===== src/rtl/p2_regfile_sb_if.sv =====
// rtl/p2_regfile_sb_if.sv - issue, write-back, operand and debug signals of the stage-2 register file
//
// Signals:
//   rd_en, rd_addr, dst_en, dst_addr : issue request from decode (read operands, reserve destination)
//   wb_en, wb_addr, wb_data          : write-back port from stage 5
//   rd_data, rd_valid                : registered operands, valid one cycle after an accepted issue
//   stall                            : combinational hazard stall for the current issue
//   busy                             : scoreboard, bit n = write to register n pending
//   dbg_sel, dbg_data                : raw register peek, no bypass
// Modports: master drives requests (decode/write-back side), slave is the register file.
interface p2_regfile_sb_if #(
  parameter int WIDTH = 16,
  parameter int NREG  = 8,
  parameter int AW    = 3,
  parameter int NREAD = 2
);
  logic                   rd_en;
  logic [NREAD*AW-1:0]    rd_addr;
  logic                   dst_en;
  logic [AW-1:0]          dst_addr;
  logic                   wb_en;
  logic [AW-1:0]          wb_addr;
  logic [WIDTH-1:0]       wb_data;
  logic [NREAD*WIDTH-1:0] rd_data;
  logic                   rd_valid;
  logic                   stall;
  logic [NREG-1:0]        busy;
  logic [AW-1:0]          dbg_sel;
  logic [WIDTH-1:0]       dbg_data;

  modport master (
    output rd_en, rd_addr, dst_en, dst_addr, wb_en, wb_addr, wb_data, dbg_sel,
    input  rd_data, rd_valid, stall, busy, dbg_data
  );

  modport slave (
    input  rd_en, rd_addr, dst_en, dst_addr, wb_en, wb_addr, wb_data, dbg_sel,
    output rd_data, rd_valid, stall, busy, dbg_data
  );
endinterface


===== src/rtl/p2_regfile_sb.sv =====
// rtl/p2_regfile_sb.sv - multi-port registered-read register file with write-back bypass and busy-bit scoreboard
//
// Ports:
//   clock : single clock, all state updates on rising edge
//   reset : asynchronous active-low reset, clears registers, scoreboard and read outputs
//   bus   : p2_regfile_sb_if slave modport (issue, write-back, operands, stall, busy, debug)
// Parameters: WIDTH data width, NREG registers, AW address width, NREAD read ports,
//   R0_ZERO=1 makes register 0 read as zero and ignore writes/reservations.
module p2_regfile_sb #(
  parameter int WIDTH   = 16,
  parameter int NREG    = 8,
  parameter int AW      = 3,
  parameter int NREAD   = 2,
  parameter int R0_ZERO = 0
) (
  input logic             clock,
  input logic             reset,
  p2_regfile_sb_if.slave  bus
);

  logic [WIDTH-1:0]       regs [NREG];
  logic [NREG-1:0]        busy_q;
  logic [NREAD*WIDTH-1:0] rd_data_q;
  logic                   rd_valid_q;

  logic [AW-1:0]          ra [NREAD];
  logic [NREAD-1:0]       hit;
  logic [NREAD-1:0]       rhaz;
  logic                   waw;
  logic                   stall_c;
  logic                   accept;

  // An address is architecturally real only if it is in range and not the hardwired zero register.
  function automatic logic addr_ok(input logic [AW-1:0] a);
    return (int'(a) < NREG) && !((R0_ZERO != 0) && (a == '0));
  endfunction

  // Range-safe lookups: out-of-range addresses read as zero / not busy.
  function automatic logic [WIDTH-1:0] reg_val(input logic [AW-1:0] a);
    logic [WIDTH-1:0] v;
    v = '0;
    for (int n = 0; n < NREG; n++) begin
      if (int'(a) == n && addr_ok(a)) v = regs[n];
    end
    return v;
  endfunction

  function automatic logic busy_at(input logic [AW-1:0] a);
    logic b;
    b = 1'b0;
    for (int n = 0; n < NREG; n++) begin
      if (int'(a) == n) b = busy_q[n];
    end
    return b;
  endfunction

  always_comb begin
    for (int i = 0; i < NREAD; i++) begin
      ra[i] = bus.rd_addr[i*AW +: AW];
    end
  end

  // A pending write only blocks a read when write-back is not delivering it this very cycle.
  always_comb begin
    for (int i = 0; i < NREAD; i++) begin
      hit[i]  = bus.wb_en && (bus.wb_addr == ra[i]) && addr_ok(ra[i]);
      rhaz[i] = addr_ok(ra[i]) && busy_at(ra[i]) && !hit[i];
    end
    waw = bus.dst_en && addr_ok(bus.dst_addr) && busy_at(bus.dst_addr) &&
          !(bus.wb_en && (bus.wb_addr == bus.dst_addr));
    // Gated by reset so stall reads low while the block is held in reset.
    stall_c = reset && bus.rd_en && ((|rhaz) || waw);
    accept  = bus.rd_en && !stall_c;
  end

  always_ff @(posedge clock or negedge reset) begin
    if (!reset) begin
      for (int n = 0; n < NREG; n++) begin
        regs[n] <= '0;
      end
      busy_q     <= '0;
      rd_data_q  <= '0;
      rd_valid_q <= 1'b0;
    end else begin
      rd_valid_q <= accept;
      if (accept) begin
        for (int i = 0; i < NREAD; i++) begin
          rd_data_q[i*WIDTH +: WIDTH] <= hit[i] ? bus.wb_data : reg_val(ra[i]);
        end
      end
      for (int n = 0; n < NREG; n++) begin
        if (bus.wb_en && (bus.wb_addr == AW'(n)) && addr_ok(AW'(n))) begin
          regs[n] <= bus.wb_data;
        end
        // A new reservation beats the write-back of the previous writer to the same register.
        if (accept && bus.dst_en && (bus.dst_addr == AW'(n)) && addr_ok(AW'(n))) begin
          busy_q[n] <= 1'b1;
        end else if (bus.wb_en && (bus.wb_addr == AW'(n))) begin
          busy_q[n] <= 1'b0;
        end
      end
    end
  end

  always_comb begin
    bus.dbg_data = reg_val(bus.dbg_sel);
    bus.rd_data  = rd_data_q;
    bus.rd_valid = rd_valid_q;
    bus.stall    = stall_c;
    bus.busy     = busy_q;
  end

endmodule


===== src/flat_wrapper.sv =====
// flat-port wrapper written by rule: the top's interface ports become plain ports
module p2_regfile_sb_flat 
#(
  parameter int WIDTH   = 16,
  parameter int NREG    = 8,
  parameter int AW      = 3,
  parameter int NREAD   = 2,
  parameter int R0_ZERO = 0
)
  (clock, reset, bus_rd_en, bus_rd_addr, bus_dst_en, bus_dst_addr, bus_wb_en, bus_wb_addr, bus_wb_data, bus_dbg_sel, bus_rd_data, bus_rd_valid, bus_stall, bus_busy, bus_dbg_data);
  p2_regfile_sb_if #(.WIDTH(WIDTH), .NREG(NREG), .AW(AW), .NREAD(NREAD)) bus_i ();
  input logic clock;
  input logic reset;
  input wire logic [$bits(bus_i.rd_en)-1:0] bus_rd_en;
  input wire logic [$bits(bus_i.rd_addr)-1:0] bus_rd_addr;
  input wire logic [$bits(bus_i.dst_en)-1:0] bus_dst_en;
  input wire logic [$bits(bus_i.dst_addr)-1:0] bus_dst_addr;
  input wire logic [$bits(bus_i.wb_en)-1:0] bus_wb_en;
  input wire logic [$bits(bus_i.wb_addr)-1:0] bus_wb_addr;
  input wire logic [$bits(bus_i.wb_data)-1:0] bus_wb_data;
  input wire logic [$bits(bus_i.dbg_sel)-1:0] bus_dbg_sel;
  output wire logic [$bits(bus_i.rd_data)-1:0] bus_rd_data;
  output wire logic [$bits(bus_i.rd_valid)-1:0] bus_rd_valid;
  output wire logic [$bits(bus_i.stall)-1:0] bus_stall;
  output wire logic [$bits(bus_i.busy)-1:0] bus_busy;
  output wire logic [$bits(bus_i.dbg_data)-1:0] bus_dbg_data;
  assign bus_i.rd_en = bus_rd_en;
  assign bus_i.rd_addr = bus_rd_addr;
  assign bus_i.dst_en = bus_dst_en;
  assign bus_i.dst_addr = bus_dst_addr;
  assign bus_i.wb_en = bus_wb_en;
  assign bus_i.wb_addr = bus_wb_addr;
  assign bus_i.wb_data = bus_wb_data;
  assign bus_i.dbg_sel = bus_dbg_sel;
  assign bus_rd_data = bus_i.rd_data;
  assign bus_rd_valid = bus_i.rd_valid;
  assign bus_stall = bus_i.stall;
  assign bus_busy = bus_i.busy;
  assign bus_dbg_data = bus_i.dbg_data;
  p2_regfile_sb #(.WIDTH(WIDTH), .NREG(NREG), .AW(AW), .NREAD(NREAD), .R0_ZERO(R0_ZERO)) u_core (.clock(clock), .reset(reset), .bus(bus_i));
endmodule

===== config.mk =====
export PLATFORM = sky130hd
export DESIGN_NAME = p2_regfile_sb_flat
export DESIGN_NICKNAME = d
export VERILOG_FILES = /design/src/rtl/p2_regfile_sb_if.sv /design/src/rtl/p2_regfile_sb.sv /design/src/flat_wrapper.sv
export SDC_FILE = /design/constraint.sdc
export NUM_CORES = 1
export LEC_CHECK = 0
export ABC_AREA = 1
export CELL_PAD_IN_SITES_DETAIL_PLACEMENT = 1
export CELL_PAD_IN_SITES_GLOBAL_PLACEMENT = 1
export CORE_MARGIN = 2
export CORE_UTILIZATION = 24
export DETAILED_ROUTE_END_ITERATION = 6
export PLACE_DENSITY = 0.59
export SETUP_SLACK_MARGIN = 0.2
export SYNTH_ARGS = -nofsm -noshare
export SYNTH_HDL_FRONTEND = slang
export SYNTH_SLANG_ARGS = --single-unit

===== constraint.sdc =====
create_clock -name clock -period 4.7 [get_ports clock]
set_clock_uncertainty 0.2 [all_clocks]
set_input_delay 0.47 -clock clock [delete_from_list [all_inputs] [get_ports clock]]
set_output_delay 0.47 -clock clock [all_outputs]
set_load 0.01 [all_outputs]

==> run_results.csv <==
group,metric,value,unit
placement,dpl.cell_count,1950,
clock_tree,cts-buffers-inserted,17,
layout,antenna_cells,0,
sta,relSlewSlack,20.2,%
synth,syn_area,0.00969,sq mm
layout,drive_gt1_share,5.28,%
die,num_rows,73,
critical_path,end_kind,"output port",
die,ioPinCount,94,
routing,wl_per_cell,19.7,um
clock_tree,path_clk_slew,0.07,ns
routing,totalWireLength,39100,um
worst_hold_path,holdCritPathClass,"in2async",
global_route,overflow,0,
clock_tree,cts_tree,"done",
synth,syn_inst,1384,
global_route,grt_pass1_vias,10129,
critical_path,r2r_setup_slack,2.38,ns
critical_path,path_class,"in2out",
clock_tree,clk_root_buffer_cell,"clkbuf_16",
synth,synth.avg_cell_area,7.00,sq um
clock_tree,clockBufferDepth,2,
synth,ys_async_sr_fraction,100,%
critical_path,r2r-end,"u_core.bus.rd_data[0]",
sta,setup_viol,0,
sta,slew_viol_final,0,
critical_path,worstPathMaxFanout,23,
global_route,grt_pass1_wl,61000,um
critical_path,reg2regPathDepth,10,
layout,layout.cells.most_common,"nand2_1",
routing,drt_iter0_markers,616,
sta,rsz0062_at_grt,"false",
job,max-cap-violations,0,
critical_path,required,4.03,ns
layout,final_cell_mix,"nand2_1 (449), dfrtp_1 (169), o21ai_0 (161), inv_1 (129), nor2_1 (116)",
synth,synth_seq_cells,169,
routing,drtPass1Iterations,5,
layout,nets,1481,
synth,ys.flop_type,"dfrtp_1",
critical_path,critPathSlowestCell,"clkdlybuf4s50_1",
die,die_y,205,um
routing,vias,9806,
routing,viasPerCell,4.95,
layout,fillerInstances,4951,
synth,synth_edf_count,0,
routing,drc,0,
critical_path,reg2reg_from,"u_core.bus.busy[4]",
global_route,antenna_found_initial,0,
clock_tree,cts_max_level,4,
sta,period_share,83.1,%
layout,synthToLayoutAreaGrowth,21.2,%
sta,worst_slew_pin_slew,1.20,ns
synth,seq_area_frac_synth,43.7,%
placement,port-buffer-count,93,
clock_tree,insertion_delay,0.46,ns
synth,ys_warn_count,0,
critical_path,crit_chain,"clkdlybuf4s50_1 -> inv_1 -> o21ai_0 -> nor2_1 -> nand2_1 -> inv_2 -> a21oi_1 -> nand2_1 -> nand3_2 -> nand2_4 -> inv_1 -> clkdlybuf4s50_1",
die,die_w,205,um
critical_path,cp.arrival,3.24,ns
sta,fmax,256,MHz
layout,stdcell_count,1982,
die,die_area,0.0420,sq mm
routing,ant_nets,0,
die,start_util,24.3,%
global_route,track_usage,19.2,%
outcome,status,"finished, final reports clean",
power,power_leakage,5.34,nW
clock_tree,tritoncts_num_sinks,169,
critical_path,crit_path_max_incr_delay,0.59,ns
synth,synth.distinct_cells,29,
placement,dpl.hpwl,27700,um
placement,routabilityCongestion,0.874,
synth,syn_nets,1420,
sta,period_minus_slack,3.91,ns
global_route,grt_max_degree,62,
sta,finalSetupTns,0,ns
sta,finalHoldViolations,0,
die,coreArea,0.0398,sq mm
critical_path,start_kind,"input port",
power,ir_drop,0.189,mV
power,p_per_area,398,mW/mm^2
-- report_power, final --
| group | internal [mW] | switching (mW) |
|---|---|---|
| clock network | 0.863 | 0.647 |
| registers | 1.74 | 0.236 |
| logic | 0.471 | 0.714 |
| total | 3.07 | 1.60 |
-- area by class of cell --
class                   count  area (sq um)  area share, %
repair buffers            120          1130           9.64
clock inverters            11           145           1.24
well taps                 525           657           5.59
multi-input cells        1001          4610           39.3
flip-flops and latches    169          4230           36.0
inverters                 136           510           4.35
clock buffers              20           457           3.89
-- metal layers --
metal / GRT usage [%] / vias to the layer above / part of all wire [%]
met1: 25.2 / 4915 / 45
met4: 5.29 / 0 / 2.4
li1: - / 4658 / -
met2: 32.6 / 187 / 49
met3: 3.10 / 46 / 3.4
met5: 0 / - / 0
-- worst max-delay path, delay by kind of cell --
family	cells	cell delay, ns
buf+inv	5	1.67
simple gates	5	0.70
compound gates	2	0.39
-- state kept, by name, indices dropped and copies added, names as in the netlist --
name	count
u_core.bus.rd_valid	1
u_core.bus.busy	8
u_core.bus.rd_data	32
u_core.regs	128
-- synth_stat cells (7+ instances only) --
cell       count  share of area, %
dfrtp_1      169                44
inv_1        129               5.0
nor3_1        16              0.83
nor2_1       117               4.5
clkbuf_1      51               2.0
o21ai_0      161               8.3
o211ai_1       7              0.54
buf_2         16              0.83
nand3_1       50               2.6
nand4_1       48               3.1
o221ai_1      19               1.7
o22ai_1       20               1.3
a21oi_1       84               4.3
o2111ai_1     13               1.2
nand2_1      449                17
-- logic make-up (layout without fill, tap and decap cells) --
| logic type | Yosys count | count (layout) | synth area share, % |
|---|---|---|---|
| and+or+nand+nor | 691 | 691 | 29.5 |
| xor gates and xnor gates | 2 | 2 | 0.181 |
| buffers and inverters | 214 | 287 | 8.96 |
| AOI/OAI and AO/OA | 308 | 308 | 17.7 |
| DFF | 169 | 169 | 43.7 |
-- metrics by stage --
stage	setup slack, ns	hold WS (ns)	power (mW)	util (%)	area, sq um
2_1_floorplan	2.34	-0.0256	2.59	-	9690
3_5_place_dp	0.769	0.133	3.20	28.0	11100
4_1_cts	0.769	0.241	4.72	29.5	11700
3_3_place_gp	0.843	0.130	3.17	28.0	11100
6_report	0.792	0.232	4.67	29.5	11700
5_1_grt	0.426	0.245	4.96	29.5	11700
-- worst max path at each step --
stage          cells after the start  slack (ns)            from   endpoint
6_report                          12        0.79  bus_rd_addr[2]  bus_stall
3_5_place_dp                      12        0.77  bus_rd_addr[2]  bus_stall
5_1_grt                           12        0.43  bus_rd_addr[2]  bus_stall
2_1_floorplan                     13        2.34  bus_rd_addr[4]  bus_stall
3_3_place_gp                      12        0.84  bus_rd_addr[2]  bus_stall
4_1_cts                           12        0.77  bus_rd_addr[2]  bus_stall
-- repair_timing --
item | in CTS | in global routing
setup buffers | 0 | 0
hold buffers | 1 | 0
endpoints found under the hold margin | 11 | 0
resized for setup | 0 | 0
(Power assumes the default switching activity.)
